$ cat config.mk
export PLATFORM = sky130hd
export DESIGN_NAME = mfp_uart_rx_oversampled
export DESIGN_NICKNAME = d
export VERILOG_FILES = /design/src/rtl/mfp_uart_rx_oversampled.sv
export SDC_FILE = /design/constraint.sdc
export NUM_CORES = 1
export LEC_CHECK = 0
export CAP_MARGIN = 20
export CORE_MARGIN = 1
export CORE_UTILIZATION = 30
export DETAILED_ROUTE_END_ITERATION = 10
export PLACE_DENSITY = 0.55
export SYNTH_ARGS = -nofsm -noshare
export SYNTH_HDL_FRONTEND = slang
export SYNTH_SLANG_ARGS = --single-unit
$ cat constraint.sdc
create_clock -name HCLK -period 5 [get_ports HCLK]
set_input_delay 0.5 -clock HCLK [delete_from_list [all_inputs] [get_ports HCLK]]
set_output_delay 0.5 -clock HCLK [all_outputs]
set_load 0.05 [all_outputs]
$ cat src/rtl/mfp_uart_rx_oversampled.sv
// Oversampling 8N1 UART receiver feeding the UART program loader.
// Synchronises the raw line, rejects false starts, majority-votes three
// samples around each bit centre and reports framing errors.
//
// Ports:
//   HCLK           - system clock, rising edge
//   HRESETn        - asynchronous active-low reset
//   UART_RX        - asynchronous serial input, idle high
//   rx_data        - last correctly received byte
//   rx_valid       - one-cycle pulse, rx_data updated this cycle
//   rx_frame_error - one-cycle pulse, stop bit sampled low
//   rx_busy        - high from start-edge detection until back in IDLE
module mfp_uart_rx_oversampled #(
    parameter int unsigned CLOCK_FREQUENCY = 50000000,
    parameter int unsigned BAUD_RATE       = 115200,
    parameter int unsigned OVERSAMPLE      = 16
) (
    input  logic       HCLK,
    input  logic       HRESETn,
    input  logic       UART_RX,
    output logic [7:0] rx_data,
    output logic       rx_valid,
    output logic       rx_frame_error,
    output logic       rx_busy
);

    localparam int unsigned DIV_RAW = CLOCK_FREQUENCY / (BAUD_RATE * OVERSAMPLE);
    localparam int unsigned DIV     = (DIV_RAW < 1) ? 1 : DIV_RAW;
    localparam int unsigned TICK_W  = (DIV > 1) ? $clog2(DIV) : 1;
    localparam int unsigned SAMP_W  = $clog2(OVERSAMPLE);
    localparam int unsigned MID     = OVERSAMPLE / 2;

    typedef enum logic [2:0] {
        IDLE,
        START,
        DATA,
        STOP,
        WAIT_HIGH
    } state_t;

    state_t              state_q, state_d;
    logic                rx_meta_q, rx_s_q;
    logic [TICK_W-1:0]   tick_cnt_q, tick_cnt_d;
    logic [SAMP_W-1:0]   samp_cnt_q, samp_cnt_d;
    logic [2:0]          bit_idx_q, bit_idx_d;
    logic [7:0]          shift_q, shift_d;
    logic                smp0_q, smp0_d;
    logic                smp1_q, smp1_d;
    logic [7:0]          rx_data_q, rx_data_d;
    logic                rx_valid_q, rx_valid_d;
    logic                rx_ferr_q, rx_ferr_d;
    logic                rx_busy_q, rx_busy_d;

    logic                tick_c;
    logic                resolve_c;
    logic                vote_c;

    assign tick_c    = (tick_cnt_q == TICK_W'(DIV - 1));
    assign resolve_c = tick_c && (samp_cnt_q == SAMP_W'(MID + 1));
    // Third sample is the live synchronised line at resolution time.
    assign vote_c    = (smp0_q & smp1_q) | (smp0_q & rx_s_q) | (smp1_q & rx_s_q);

    // Next-state, sampling and output logic.
    always_comb begin
        state_d    = state_q;
        tick_cnt_d = tick_cnt_q;
        samp_cnt_d = samp_cnt_q;
        bit_idx_d  = bit_idx_q;
        shift_d    = shift_q;
        smp0_d     = smp0_q;
        smp1_d     = smp1_q;
        rx_data_d  = rx_data_q;
        rx_valid_d = 1'b0;
        rx_ferr_d  = 1'b0;

        // Tick and sample counters only run while a frame is being sampled.
        if (state_q == START || state_q == DATA || state_q == STOP) begin
            tick_cnt_d = tick_c ? '0 : tick_cnt_q + TICK_W'(1);
            if (tick_c) begin
                samp_cnt_d = (samp_cnt_q == SAMP_W'(OVERSAMPLE - 1)) ? '0
                                                                   : samp_cnt_q + SAMP_W'(1);
                if (samp_cnt_q == SAMP_W'(MID - 1)) smp0_d = rx_s_q;
                if (samp_cnt_q == SAMP_W'(MID))     smp1_d = rx_s_q;
            end
        end else begin
            tick_cnt_d = '0;
            samp_cnt_d = '0;
        end

        case (state_q)
            IDLE: begin
                bit_idx_d = '0;
                if (!rx_s_q) state_d = START;
            end
            START: begin
                if (resolve_c) begin
                    state_d   = vote_c ? IDLE : DATA;
                    bit_idx_d = '0;
                end
            end
            DATA: begin
                if (resolve_c) begin
                    shift_d   = {vote_c, shift_q[7:1]};
                    bit_idx_d = bit_idx_q + 3'd1;
                    if (bit_idx_q == 3'd7) state_d = STOP;
                end
            end
            STOP: begin
                // Return to IDLE at stop-bit centre so a back-to-back start is caught.
                if (resolve_c) begin
                    if (vote_c) begin
                        rx_data_d  = shift_q;
                        rx_valid_d = 1'b1;
                        state_d    = IDLE;
                    end else begin
                        rx_ferr_d  = 1'b1;
                        state_d    = WAIT_HIGH;
                    end
                end
            end
            WAIT_HIGH: begin
                if (rx_s_q) state_d = IDLE;
            end
            default: state_d = IDLE;
        endcase

        rx_busy_d = (state_d != IDLE);
    end

    // State and datapath registers; synchroniser resets to line idle.
    always_ff @(posedge HCLK or negedge HRESETn) begin
        if (!HRESETn) begin
            rx_meta_q  <= 1'b1;
            rx_s_q     <= 1'b1;
            state_q    <= IDLE;
            tick_cnt_q <= '0;
            samp_cnt_q <= '0;
            bit_idx_q  <= '0;
            shift_q    <= '0;
            smp0_q     <= 1'b0;
            smp1_q     <= 1'b0;
            rx_data_q  <= '0;
            rx_valid_q <= 1'b0;
            rx_ferr_q  <= 1'b0;
            rx_busy_q  <= 1'b0;
        end else begin
            rx_meta_q  <= UART_RX;
            rx_s_q     <= rx_meta_q;
            state_q    <= state_d;
            tick_cnt_q <= tick_cnt_d;
            samp_cnt_q <= samp_cnt_d;
            bit_idx_q  <= bit_idx_d;
            shift_q    <= shift_d;
            smp0_q     <= smp0_d;
            smp1_q     <= smp1_d;
            rx_data_q  <= rx_data_d;
            rx_valid_q <= rx_valid_d;
            rx_ferr_q  <= rx_ferr_d;
            rx_busy_q  <= rx_busy_d;
        end
    end

    assign rx_data        = rx_data_q;
    assign rx_valid       = rx_valid_q;
    assign rx_frame_error = rx_ferr_q;
    assign rx_busy        = rx_busy_q;

endmodule

==> summary.txt, run 1 <==
Power
  – NetSw: 0.115 mW
  – Leak: between 0.9 and 1 nW
  – Internal Pwr Total: 0.523 mW
  – VDD IR max: about 0.17 mV
  – Switching Share: 18.0%
  – Power per cell area: 306 nW/um^2
  – Clock power frac: between 50% and 60%
  – Sequential share of power: between 40% and 50%
  – Comb power frac: between 1 and 1.5%

Cells and area
  – Antenna Cells: 0
  – Layout cells sized above 1: a little under a quarter
  – Final Cell Area: between 2000 and 2500 sq um
  – Syn-to-layout area delta: 18.9%
  – Most frequent cells in the layout: dfrtp_1, mux2_2, nor2_1, clkdlybuf4s50_1, ha_1
  – Most common cell after layout, fill and taps aside: dfrtp_1
  – Fin nets: between 150 and 200

GRT
  – Initial antenna violation count: 0
  – GRT overflow: 0
  – GRT Total Usage: between 10% and 20%
  – Largest net degree at the start of global routing: 39
  – First-pass GRT wire length: ~5200 um
  – Vias in the first global route: 1,062

STA
  – TNS Setup: 0 ns
  – RSZ-0062 raised after global routing: false
  – Slew at the pin with the worst max-slew slack: between 0.8 and 0.9 ns
  – Clk_skew: around 0.012 ns
  – Final period util: between 40% and 50%
  – Minimum clock period: around 2.1 ns
  – Max Clk Rate: about 0.47 GHz
  – Max-Slew Margin vs Limit: 44.5%
  – Final Slew Violations: 0
  – # setup viols final: 0
  – Final Hold Violating Endpoints: 0

Clocking
  – # hold bufs at CTS: 0
  – Clk slew on worst S/H paths: 0.07 ns
  – Worst-Skew Late Latency: about 0.29 ns
  – Clk sink count: 38
  – H-tree depth: 2
  – Root Buffer: clkbuf_8
  – Max clock buf depth: 2
  – Resize count post-CTS: 0
  – CTS tree: built
  – TritonCTS buffer count: 5
  – Postcts setup bufs: 0

Drt
  – Routed wire per std cell: 13.2 um
  – Antenna-violating nets left: 0
  – DRT iter0 DRCs: 59
  – DR vias: 1,079
  – Vias per std cell: about 4.8
  – Final wirelength: 2970 um
  – DRC Markers: 0
  – Drt pass-1 iters: 4

Yosys
  – Main synth FF type: dfrtp_1
  – Post-synth EDFFs: 0
  – Cells taking the most area after synthesis: dfrtp_1, mux2_2, ha_1, mux2_1, dfstp_2
  – Post-Syn Nets: roughly 150
  – Post-Synthesis Cells: ~140
  – Synth Register Bits: 38
  – Share of the synthesized area in the top cell type: 51.3%
  – Post-synth ARST share: 100%
  – Syn avg cell area: 13.0 sq um
  – Sequential area share after synthesis: between 50% and 60%
  – Post-Syn Area: 1760 sq um
  – Yosys cell types: 39
  – Yosys warnings: 0
  – Synth area leader: dfrtp_1

Critical path
  – CP Max Fanout: 15
  – R2R cell count: 6
  – Crit-path cells: inv_1 -> ha_1 -> nand4b_4 -> nor2_4 -> and3_1 -> mux2_2
  – WP buf/inv: 1
  – Setup crit end: shift_q[2]$_DFFE_PN0P_
  – Crit path largest cell delay: around 0.45 ns
  – RR Endpoint: shift_q[2]$_DFFE_PN0P_
  – Crit path depth: 6
  – R2r startpoint: tick_cnt_q[0]$_DFF_PN0_
  – Worst Path Required: approximately 5.2 ns
  – Critical Path Start: tick_cnt_q[0]$_DFF_PN0_
  – Worst setup SP type: flip-flop
  – Slowest-stage cell, CP: and3_1
  – Worst R2R Setup Slack: between 2 and 3 ns
  – Critical Path Sink Type: flip-flop
  – CP Class: flip-flop to flip-flop
  – Crit path max-delay family: simple AND/OR/NAND/NOR gates
  – Data arrival, critical path: 2.32 ns

Die
  – Starting density of the core: 31.5%
  – I/O pins: 14
  – Die ar.: 6160 sq um
  – Core box area: between 5000 and 6000 sq um
  – Site row count: 27
  – Die W: 78.5 um
  – Die Y: approximately 78 um

Place
  – Hpwl dp: roughly 2100 um
  – Gp weighted congestion: 0.761
  – Port Buf Inserts: 13
  – Post-placement cell area: 1940 sq um

Hold path
  – Tightest Hold Check Type: primary input to asynchronous set/reset pin

Run
  – Max-capacitance violation count: 0

Status
  – Status: finished clean
worst reg2reg max path, stage by stage, from the launching register on:
cell	delay [ns]
dfrtp_1	0.41
inv_1	0.07
ha_1	0.20
nand4b_4	0.28
nor2_4	0.24
and3_1	0.45
mux2_2	0.39
metal layers:
layer  global-route usage [%]  vias up  part of all wire, %
li1                         -      512                    -
met1                     14.2      540                   48
met2                     17.0       21                   47
met3                     2.79        6                  2.5
met4                     7.22        0                  2.8
met5                        0        -                    0
power by group through the flow:
stage	Sequential, mW	Combinational [mW]	Clock (mW)
2_1_floorplan	0.315	0.000597	0
3_3_place_gp	0.315	0.00770	0
3_5_place_dp	0.315	0.00794	0
4_1_cts	0.309	0.00794	0.329
5_1_grt	0.309	0.00898	0.342
6_report	0.309	0.00740	0.321
cell type report:
class	instances	area, sq um
timing repair buffer	13	125
inverter	7	27.5
clock inverter	2	60.1
sequential	38	953
clock buffer	6	82.6
tap	72	90.1
fill	545	3490
multi-input combinational	87	748
logic make-up (layout without fill, tap and decap cells):
family / count (synthesis) / in the layout / share of synthesized area, %
fa+ha+maj: 8 / 8 / 5.56
xor+xnor: 4 / 4 / 2.00
simple gates: 37 / 37 / 13.5
compound gates: 18 / 18 / 8.48
mux: 20 / 20 / 13.0
flops: 38 / 38 / 54.3
buf+inv: 10 / 28 / 3.06
Yosys cell counts, drive strengths merged, types with 2 or more instances:
library cell	count
and3	2
o31ai	2
inv	6
ha	7
buf	3
o21ai	3
nor3	3
nand3	7
dfrtp	36
nand3b	3
a22o	2
xnor2	2
a21oi	5
nand2	5
xor2	2
dfstp	2
nor2	13
mux2	20
registers in the layout, summed over array words and instances, names as in the netlist, 3 cells and up:
register    cells
state_q         3
bit_idx_q       3
shift_q         8
tick_cnt_q      5
samp_cnt_q      4
rx_data         8
worst min path at each step:
stage	endpoint	slack (ns)	depth (start not counted)
floorplan	bit_idx_q[0]$_DFFE_PN0P_	0.20	0
global placement	rx_s_q$_DFF_PN1_	0.35	0
detailed placement	rx_s_q$_DFF_PN1_	0.35	0
CTS	state_q[1]$_DFF_PN0_	0.33	1
global route	rx_s_q$_DFF_PN1_	0.36	0
finish	tick_cnt_q[4]$_DFF_PN0_	0.31	1
stage by stage:
stage	hold slack (ns)	std cells	worst slack (ns)	total power [mW]	utilization (%)
after floorplan	0.204	135	3.25	0.316	-
after global placement	0.345	217	2.92	0.323	34.9
after detailed placement	0.348	217	2.86	0.323	34.9
after CTS	0.333	225	2.85	0.646	37.4
after global routing	0.359	225	2.67	0.660	37.4
final	0.307	225	2.86	0.638	37.4
Power figures use the tool's default switching activity.
==> run 2, diff against run 1 <==
Clock period 5 ns to 2 ns, I/O delays scaled along.
==> summary.txt, run 2 (same netlist as run 1, synthesis figures left out) <==
Drt
  – Antenna-violating nets left: 0 (unchanged)
  – Met3 Wirelength: 77 um (was 75 um)
  – Met1 Wirelength: 1310 um (was 1420 um)
  – Routed wire per std cell: 12.9 um (was 13.2 um)
  – DR top layer: met4 (unchanged)
  – DRC Markers: 0 (unchanged)
  – Final wirelength: 2930 um (was 2970 um)
  – Drt pass-1 iters: 3 (was 4)
  – DR vias: 1,066 (was 1,079)
  – Vias per std cell: 4.68 (was 4.80)
  – Met2 routed WL: 1460 um (was 1390 um)
  – DRT iter0 DRCs: 28 (was 59)

Critical path
  – CP Max Fanout: 9 (was 15)
  – Crit-path cells: inv_1 -> ha_1 -> nand3b_4 -> nor2_4 -> and3_1 -> buf_4 -> mux2_1 (was inv_1 -> ha_1 -> nand4b_4 -> nor2_4 -> and3_1 -> mux2_2)
  – WP buf/inv: 2 (was 1)
  – R2R cell count: 7 (was 6)
  – Worst Path Required: 2.16 ns (was 5.18 ns)
  – Crit path depth: 7 (was 6)
  – CP Class: flip-flop to flip-flop (unchanged)
  – Slowest-stage cell, CP: dfrtp_1 (was and3_1)
  – Crit path largest cell delay: 0.42 ns (was 0.45 ns)
  – Data arrival, critical path: 2.02 ns (was 2.32 ns)
  – Worst setup SP type: flip-flop (unchanged)
  – Critical Path Sink Type: flip-flop (unchanged)
  – Crit path max-delay family: simple AND/OR/NAND/NOR gates (unchanged)

Die
  – Die ar.: 6160 sq um (unchanged)
  – Die Y: 78.5 um (unchanged)
  – Starting density of the core: 31.5% (unchanged)
  – I/O pins: 14 (unchanged)
  – Site row count: 27 (unchanged)
  – Die W: 78.5 um (unchanged)
  – Core box area: 5570 sq um (unchanged)

Clocking
  – Clk sink count: 38 (unchanged)
  – Clk slew on worst S/H paths: 0.07 ns (about the same)
  – Max clock buf depth: 2 (unchanged)
  – Resize count post-CTS: 0 (unchanged)
  – # hold bufs at CTS: 0 (unchanged)
  – Postcts setup bufs: 0 (unchanged)
  – Root Buffer: clkbuf_8 (unchanged)
  – Worst-Skew Late Latency: 0.29 ns (about the same)
  – CTS tree: built (unchanged)
  – TritonCTS buffer count: 5 (unchanged)
  – H-tree depth: 2 (unchanged)

STA
  – Max Clk Rate: 0.538 GHz (was 0.468 GHz)
  – Max-Slew Margin vs Limit: 45.6% (was 44.5%)
  – Clk_skew: 0.00529 ns (was 0.0120 ns)
  – RSZ-0062 raised after global routing: false (unchanged)
  – Final period util: 93.0% (was 42.8%)
  – # setup viols final: 0 (unchanged)
  – Minimum clock period: 1.86 ns (was 2.14 ns)
  – TNS Setup: 0 ns (unchanged)
  – Final Hold Violating Endpoints: 0 (unchanged)
  – Slew at the pin with the worst max-slew slack: 0.816 ns (was 0.833 ns)
  – Final Slew Violations: 0 (unchanged)

Power
  – Power per cell area: 692 nW/um^2 (was 306 nW/um^2)
  – VDD IR max: 0.459 mV (was 0.168 mV)
  – Total Power: 1.44 mW (was 0.638 mW)
  – Leak: 0.985 nW (was 0.980 nW)

Place
  – Post-placement cell area: 1970 sq um (was 1940 sq um)
  – Gp weighted congestion: 0.779 (was 0.761)
  – Placed cells: 221 (was 217)
  – Hpwl dp: 2120 um (was 2060 um)
  – Port Buf Inserts: 13 (unchanged)

Hold path
  – Tightest Hold Check Type: primary input to asynchronous set/reset pin (unchanged)

GRT
  – Initial antenna violation count: 0 (unchanged)
  – First-pass GRT wire length: 5180 um (was 5210 um)
  – Largest net degree at the start of global routing: 39 (unchanged)
  – GRT Total Usage: 11.3% (was 11.2%)
  – Vias in the first global route: 1,101 (was 1,062)
  – GRT overflow: 0 (unchanged)

Cells and area
  – Syn-to-layout area delta: 18.9% (unchanged)
  – Most frequent cells in the layout: dfrtp_1, mux2_2, nor2_1, clkdlybuf4s50_1, ha_1 (unchanged)
  – Final Cell Area: 2090 sq um (unchanged)
  – Most common cell after layout, fill and taps aside: dfrtp_1 (unchanged)
  – Fin cells: 228 (was 225)
  – Fin nets: 166 (was 162)
  – Antenna Cells: 0 (unchanged)
  – Layout cells sized above 1: 25.0% (was 23.5%)
  – Fillers: 534 (was 545)

Status
  – Status: finished clean (unchanged)

Run
  – Max-capacitance violation count: 0 (unchanged)
## run 2: cell count changes in the layout (fill, tap and decap cells not counted)
cell	change
buf_4	+4
bufinv_16	-1
## run 2: worst paths after layout
path | to | start | slack (ns)
max reg2reg | shift_q[5]$_DFFE_PN0P_ | samp_cnt_q[1]$_DFFE_PN0P_ | 0.14
min | rx_frame_error$_DFF_PN0_ | HRESETn | 0.004
max | shift_q[5]$_DFFE_PN0P_ | samp_cnt_q[1]$_DFFE_PN0P_ | 0.14
max in group asynchronous | shift_q[2]$_DFFE_PN0P_ | HRESETn | 1.48
min in group HCLK | rx_meta_q$_DFF_PN1_ | UART_RX | 0.32
min reg2reg | rx_s_q$_DFF_PN1_ | rx_meta_q$_DFF_PN1_ | 0.36
## run 2: final cells by class
cell class	count	area [sq um]	share of cell area [%]
Inverter	7	27.5	1.32
Timing Repair Buffer	17	155	7.43
Sequential cell	38	953	45.7
Clock buffer	6	82.6	3.96
Clock inverter	1	30.0	1.44
Multi-Input combinational cell	87	748	35.9
Tap cell	72	90.1	4.32
## run 2: metrics by stage
step	setup WS (ns)	utilization, %	hold WS, ns
finish	0.141	37.4	0.00425
global route	0.0110	37.4	0.0721
CTS	0.131	37.4	0.0391
detailed placement	0.147	35.4	0.348
global placement	0.196	35.4	0.335
floorplan	0.251	-	-0.0956
## run 2: power by group
group / total (mW) / switching [mW] / leakage (nW) / internal, mW
registers: 0.774 / 0.00170 / 0.494 / 0.772
logic: 0.0181 / 0.0151 / 0.434 / 0.00305
clock network: 0.653 / 0.254 / 0.0573 / 0.399
total: 1.44 / 0.271 / 0.985 / 1.17
## run 2: per-layer routing
layer  global-route usage [%]  vias up
met3                     3.26        6
met2                     18.3       11
met1                     13.0      528
met5                        0        -
li1                         -      521
met4                     7.22        0
